$ cat src/rtl/keccak_pkg.sv
// Shared Keccak widths, mode encodings and arbiter state type.
package keccak_pkg;

  localparam int unsigned DWIDTH            = 64;
  localparam int unsigned KEEP_WIDTH        = DWIDTH / 8;
  localparam int unsigned MAX_OUTPUT_DWIDTH = 256;
  localparam int unsigned MODE_SEL_WIDTH    = 2;
  localparam int unsigned NUM_KECCAK_REQ    = 4;

  localparam logic [MODE_SEL_WIDTH-1:0] MODE_SHA3_224 = 2'd0;
  localparam logic [MODE_SEL_WIDTH-1:0] MODE_SHA3_256 = 2'd1;
  localparam logic [MODE_SEL_WIDTH-1:0] MODE_SHA3_384 = 2'd2;
  localparam logic [MODE_SEL_WIDTH-1:0] MODE_SHA3_512 = 2'd3;

  typedef enum logic [2:0] {
    ARB_IDLE    = 3'd0,
    ARB_START   = 3'd1,
    ARB_ABSORB  = 3'd2,
    ARB_SQUEEZE = 3'd3,
    ARB_RELEASE = 3'd4
  } arb_state_t;

endpackage

$ cat src/rtl/keccak_rr_pick.sv
// Combinational round-robin selector: first requester at or above ptr, wrapping.
module keccak_rr_pick #(
  parameter int unsigned NUM_REQ  = 4,
  parameter int unsigned ID_WIDTH = $clog2(NUM_REQ)
) (
  input  logic [NUM_REQ-1:0]  req,
  input  logic [ID_WIDTH-1:0] ptr,
  output logic                any_valid,
  output logic [ID_WIDTH-1:0] winner
);

  logic [NUM_REQ-1:0] rot;
  int unsigned        off;
  logic [ID_WIDTH-1:0] src;

  // Rotate so ptr lands at bit 0, take the lowest set bit, then map back.
  always_comb begin
    rot       = '0;
    off       = 0;
    any_valid = 1'b0;
    src       = '0;
    for (int unsigned i = 0; i < NUM_REQ; i++) begin
      src    = ID_WIDTH'((i + 32'(ptr)) % NUM_REQ);
      rot[i] = req[src];
    end
    for (int unsigned i = 0; i < NUM_REQ; i++) begin
      if (!any_valid && rot[i]) begin
        any_valid = 1'b1;
        off       = i;
      end
    end
    winner = ID_WIDTH'((off + 32'(ptr)) % NUM_REQ);
  end

endmodule

$ cat src/rtl/keccak_arbiter.sv
// Round-robin owner of a single keccak_core: one full start/absorb/squeeze
// transaction per grant, with the core's streams routed to the owner only.
module keccak_arbiter
  import keccak_pkg::*;
#(
  parameter int unsigned NUM_REQ  = NUM_KECCAK_REQ,
  parameter int unsigned ID_WIDTH = $clog2(NUM_REQ)
) (
  input  logic                                        clk,
  input  logic                                        rst,
  input  logic [NUM_REQ-1:0]                          req_i,
  input  logic [NUM_REQ-1:0][MODE_SEL_WIDTH-1:0]      mode_i,
  output logic [NUM_REQ-1:0]                          gnt_o,
  output logic                                        busy_o,
  output logic [ID_WIDTH-1:0]                         owner_o,
  input  logic [NUM_REQ-1:0][DWIDTH-1:0]              s_data_i,
  input  logic [NUM_REQ-1:0]                          s_valid_i,
  input  logic [NUM_REQ-1:0]                          s_last_i,
  input  logic [NUM_REQ-1:0][KEEP_WIDTH-1:0]          s_keep_i,
  output logic [NUM_REQ-1:0]                          s_ready_o,
  output logic [NUM_REQ-1:0][MAX_OUTPUT_DWIDTH-1:0]   m_data_o,
  output logic [NUM_REQ-1:0]                          m_valid_o,
  output logic [NUM_REQ-1:0]                          m_last_o,
  input  logic [NUM_REQ-1:0]                          m_ready_i,
  output logic                                        core_start_o,
  output logic [MODE_SEL_WIDTH-1:0]                   core_mode_o,
  output logic [DWIDTH-1:0]                           core_t_data_o,
  output logic                                        core_t_valid_o,
  output logic                                        core_t_last_o,
  output logic [KEEP_WIDTH-1:0]                       core_t_keep_o,
  input  logic                                        core_t_ready_i,
  input  logic [MAX_OUTPUT_DWIDTH-1:0]                core_t_data_i,
  input  logic                                        core_t_valid_i,
  input  logic                                        core_t_last_i,
  output logic                                        core_t_ready_o
);

  arb_state_t                state;
  logic [ID_WIDTH-1:0]       owner;
  logic [ID_WIDTH-1:0]       rr_ptr;
  logic [MODE_SEL_WIDTH-1:0] mode_q;

  logic                      any_valid;
  logic [ID_WIDTH-1:0]       winner;
  logic                      absorb_done;
  logic                      squeeze_done;

  keccak_rr_pick #(
    .NUM_REQ  (NUM_REQ),
    .ID_WIDTH (ID_WIDTH)
  ) u_pick (
    .req       (req_i),
    .ptr       (rr_ptr),
    .any_valid (any_valid),
    .winner    (winner)
  );

  assign absorb_done  = s_valid_i[owner] & core_t_ready_i & s_last_i[owner];
  assign squeeze_done = core_t_valid_i & m_ready_i[owner] & core_t_last_i;

  always_ff @(posedge clk or posedge rst) begin
    if (rst) begin
      state  <= ARB_IDLE;
      owner  <= '0;
      rr_ptr <= '0;
      mode_q <= '0;
    end else begin
      case (state)
        ARB_IDLE: begin
          if (any_valid) begin
            owner  <= winner;
            mode_q <= mode_i[winner];
            state  <= ARB_START;
          end
        end
        ARB_START:   state <= ARB_ABSORB;
        ARB_ABSORB:  if (absorb_done)  state <= ARB_SQUEEZE;
        ARB_SQUEEZE: if (squeeze_done) state <= ARB_RELEASE;
        ARB_RELEASE: begin
          rr_ptr <= ID_WIDTH'((32'(owner) + 32'd1) % NUM_REQ);
          state  <= ARB_IDLE;
        end
        default:     state <= ARB_IDLE;
      endcase
    end
  end

  assign owner_o     = owner;
  assign core_mode_o = mode_q;

  // Pure routing: every stream output is a mux of the owner's live handshake.
  always_comb begin
    gnt_o          = '0;
    busy_o         = 1'b0;
    s_ready_o      = '0;
    m_data_o       = '0;
    m_valid_o      = '0;
    m_last_o       = '0;
    core_start_o   = 1'b0;
    core_t_data_o  = '0;
    core_t_valid_o = 1'b0;
    core_t_last_o  = 1'b0;
    core_t_keep_o  = '0;
    core_t_ready_o = 1'b0;
    case (state)
      ARB_START: begin
        gnt_o[owner] = 1'b1;
        busy_o       = 1'b1;
        core_start_o = 1'b1;
      end
      ARB_ABSORB: begin
        gnt_o[owner]     = 1'b1;
        busy_o           = 1'b1;
        core_t_data_o    = s_data_i[owner];
        core_t_keep_o    = s_keep_i[owner];
        core_t_valid_o   = s_valid_i[owner];
        core_t_last_o    = s_last_i[owner] & s_valid_i[owner];
        s_ready_o[owner] = core_t_ready_i;
      end
      ARB_SQUEEZE: begin
        gnt_o[owner]     = 1'b1;
        busy_o           = 1'b1;
        m_data_o[owner]  = core_t_data_i;
        m_valid_o[owner] = core_t_valid_i;
        m_last_o[owner]  = core_t_last_i;
        core_t_ready_o   = m_ready_i[owner];
      end
      default: ;
    endcase
  end

endmodule

$ cat config.mk
export PLATFORM = sky130hd
export DESIGN_NAME = keccak_arbiter
export DESIGN_NICKNAME = d
export VERILOG_FILES = /design/src/rtl/keccak_pkg.sv /design/src/rtl/keccak_rr_pick.sv /design/src/rtl/keccak_arbiter.sv
export SDC_FILE = /design/constraint.sdc
export NUM_CORES = 1
export LEC_CHECK = 0
export ABC_AREA = 1
export ABC_CLOCK_PERIOD_IN_PS = 3600
export BUFFER_PORTS_ARGS = -buffer_cell sky130_fd_sc_hd__clkbuf_2
export CORE_AREA = 2 2 665 667
export DETAILED_ROUTE_END_ITERATION = 7
export DIE_AREA = 0 0 667 669
export PLACE_DENSITY_LB_ADDON = 0.05
export SLEW_MARGIN = 5
export SYNTH_ARGS = -nofsm -noshare
export SYNTH_HDL_FRONTEND = slang
export SYNTH_SLANG_ARGS = --single-unit
$ cat constraint.sdc
create_clock -name clk -period 3.6 [get_ports clk]
set_input_delay 0.9 -clock clk [delete_from_list [all_inputs] [get_ports clk]]
set_output_delay 0.9 -clock clk [all_outputs]
set_load 0.005 [all_outputs]
==> impl_metrics.ini <==
[synth]
yosys_warnings = 0
synth.most_common_cell = nor2_1
ys_async_sr_fraction = 1.000
synth_area_um2 = 10960
synth_top_cell_by_area = nor3_1
yosys.cell_types.count = 25
synth_seq_cells = 9
synthTopCellsByArea = nor3_1 25%, nor2_1 20%, nor3_2 18%, inv_1 9.4%, o21ai_0 6.8%
ys.flop_type = dfrtp_1
avgSynthCellArea_um2 = 4.955
synth_commonest_cells = 598 x nor2_1, 547 x nor3_1, 275 x inv_1, 200 x nor3_2, 181 x clkbuf_1
ys_seq_area_frac = 0.02056
syn_inst = 2211
synth_nets = 2789
synth_edf_count = 0
synth_top_area_share = 0.2499

[power_and_ir_drop]
power.density_nw_per_um2 = 488.1
pwr-share-comb = 0.966
swShare = 0.7090
pwr-share-clk = 0.015
internal-power_mw = 4.019
seqPwrFrac = 0.019
switching_power_mw = 9.791
vdd_ir_drop_max_mv = 0.3065
leakage_nw = 12.66

[global_route]
track_usage = 0.1033
grt_pass1_vias = 22670
grt_max_degree = 80
overflow = 0
grt_pass1_wl_mm = 295.5
antenna_found_initial = 69

[setup_path]
cp.arrival_ps = 2610
regToRegEndpoint = core_mode_o[0]$_DFFE_PP0P_
setup.worst_path.class = flip-flop to output pin
critPathLaunchType = flip-flop
rrSetupSlack_ps = 850
r2r_cells = 14
end_kind = output pin
worst_ep_required_time_ps = 2700
reg2reg_from = rr_ptr[0]$_DFFE_PP0N_
critPathMaxFanout = 44

[detailed_routing]
drt_wl_total_mm = 245.4
dr.pass1.iters = 5
antenna_left = 0
drc = 0
wl_per_cell_um = 25.48
vias = 22270
viasPerCell = 2.313
drtIter0Drc = 955

[sta]
fin_crit_sh = 0.9763
hold_viol = 0
maxSlewHeadroom = 0.2819
holdWs_ps = 495.7
tns_ps = 0
finalClockSkew_ps = 5.491
tightest_slew_ps = 1066
finalCriticalPeriod_ps = 3515
slew_viol_final = 0
setup_viol = 0
clock.fmax_ghz = 0.2845
rsz0062_at_grt = no

[place]
hpwlAfterDp_mm = 219.3
placedCellCount = 9600
gp_congestion = 0.7996
io_buffers = 1693

[floorplan]
fp.dieArea_um2 = 446200
fp.dieW_um = 667
chipHeight_um = 669
core_um2 = 439600
start_util = 0.02492
row_count = 244
io_pins = 1694

[outcome]
status = completed

[min_path]
min_to = core_mode_o[0]$_DFFE_PP0P_
hold_class = flip-flop to flip-flop
hold_depth = 2
min_from = core_mode_o[0]$_DFFE_PP0P_

[clock_network]
cts_buffer_depth = 2
clock_latency_ps = 240
htreeDepth = 1
postCtsSetupBuffers = 0
cts_tree = yes
cts_made_buffers = 3
root_buffer = clkbuf_16
clk_pin_slew_ps = 40
ctsHoldBuffers = 0
cts_sinks = 9

[layout]
utilization = 0.06436
nets = 4402
area_growth_pct = 158.3
drive_above_1_share = 0.5451
layout.cells.non_filler = 9632

[run]
drv_cap = 0
==> area by class of cell <==
type	instances	area, um2
Antenna cell	28	70.07
Clock buffer	4	78.83
Fill cell	52820	411300
Inverter	283	1097
Multi-Input combinational cell	1667	8631
Sequential cell	9	232.7
Tap cell	5781	7233
Timing Repair Buffer	1860	10950
==> routing by layer <==
metal | up-vias | global-route usage | part of all wire
met2 | 930 | 0.2144 | 0.58
met5 | - | 0 | 0.0014
met4 | 54 | 0.02248 | 0.020
met1 | 10750 | 0.09887 | 0.33
met3 | 143 | 0.02789 | 0.066
li1 | 10400 | - | -
==> cell families (layout without fill, tap and decap cells) <==
group,Yosys count,in the layout,synth area share
AND/OR/NAND/NOR,1430,1430,0.6701
XOR/XNOR,1,1,0.0007996
multiplexers,4,4,0.003655
AO/OA/AOI/OAI,227,227,0.1042
adder cells (fa/ha/maj),5,5,0.005710
other,0,28,0
buffers and inverters,535,2147,0.1951
flip-flops,9,9,0.02056
==> sequential cells by signal, summed over array words and instances (netlist names) <==
name,flops
state,3
owner_o,2
rr_ptr,2
core_mode_o,2
==> critical path: stages, from the launching register on <==
cell	delay, ps
dfrtp_4	460
buf_12	260
buf_12	230
nor2_1	80
nor2_1	80
o21ai_0	390
a21oi_1	560
clkbuf_2	240
==> cell usage in the layout, fill, tap and decap left out, drive strengths merged <==
master,n
xor2,1
clkbuf,1644
nand3,14
inv,281
diode,28
mux2i,4
nand4,1
dfrtp,9
nor2,598
o21ai,151
and2,2
clkinv,2
a21oi,75
a31oi,1
nand2,67
buf,220
ha,5
nor3,748
==> stage by stage <==
| step | power [mW] | setup WS [ps] | cell area, um2 |
|---|---|---|---|
| 2_1_floorplan | 5.909 | 625.5 | 10960 |
| 3_3_place_gp | 14.58 | 144.5 | 28110 |
| 3_5_place_dp | 14.42 | 144.4 | 28110 |
| 4_1_cts | 14.68 | 65.65 | 28220 |
| 5_1_grt | 15.09 | 68.12 | 28270 |
| 6_report | 13.81 | 85.47 | 28290 |
==> power by group through the flow <==
stage / combinational [mW] / clock (mW) / sequential, mW
floorplan: 5.70 / 0 / 0.205
global placement: 14.3 / 0 / 0.264
detailed placement: 14.2 / 0 / 0.262
CTS: 14.2 / 0.214 / 0.261
global route: 14.6 / 0.221 / 0.269
finish: 13.3 / 0.206 / 0.258
==> worst max path at each step <==
stage | start | endpoint
finish | owner_o[0]$_DFFE_PP0P_ | core_t_data_o[26]
global route | owner_o[0]$_DFFE_PP0P_ | m_data_o[955]
CTS | state[1]$_DFFE_PP0P_ | m_data_o[1018]
detailed placement | owner_o[0]$_DFFE_PP0P_ | m_data_o[205]
global placement | state[1]$_DFFE_PP0P_ | m_data_o[993]
floorplan | owner_o[0]$_DFFE_PP0P_ | m_data_o[558]
==> repair_timing <==
item	CTS	global route
hold endpoints to repair	0	0
setup endpoints to repair	60	0
gates resized for setup	7	0
Note: power is estimated with default switching activity, not from simulation.
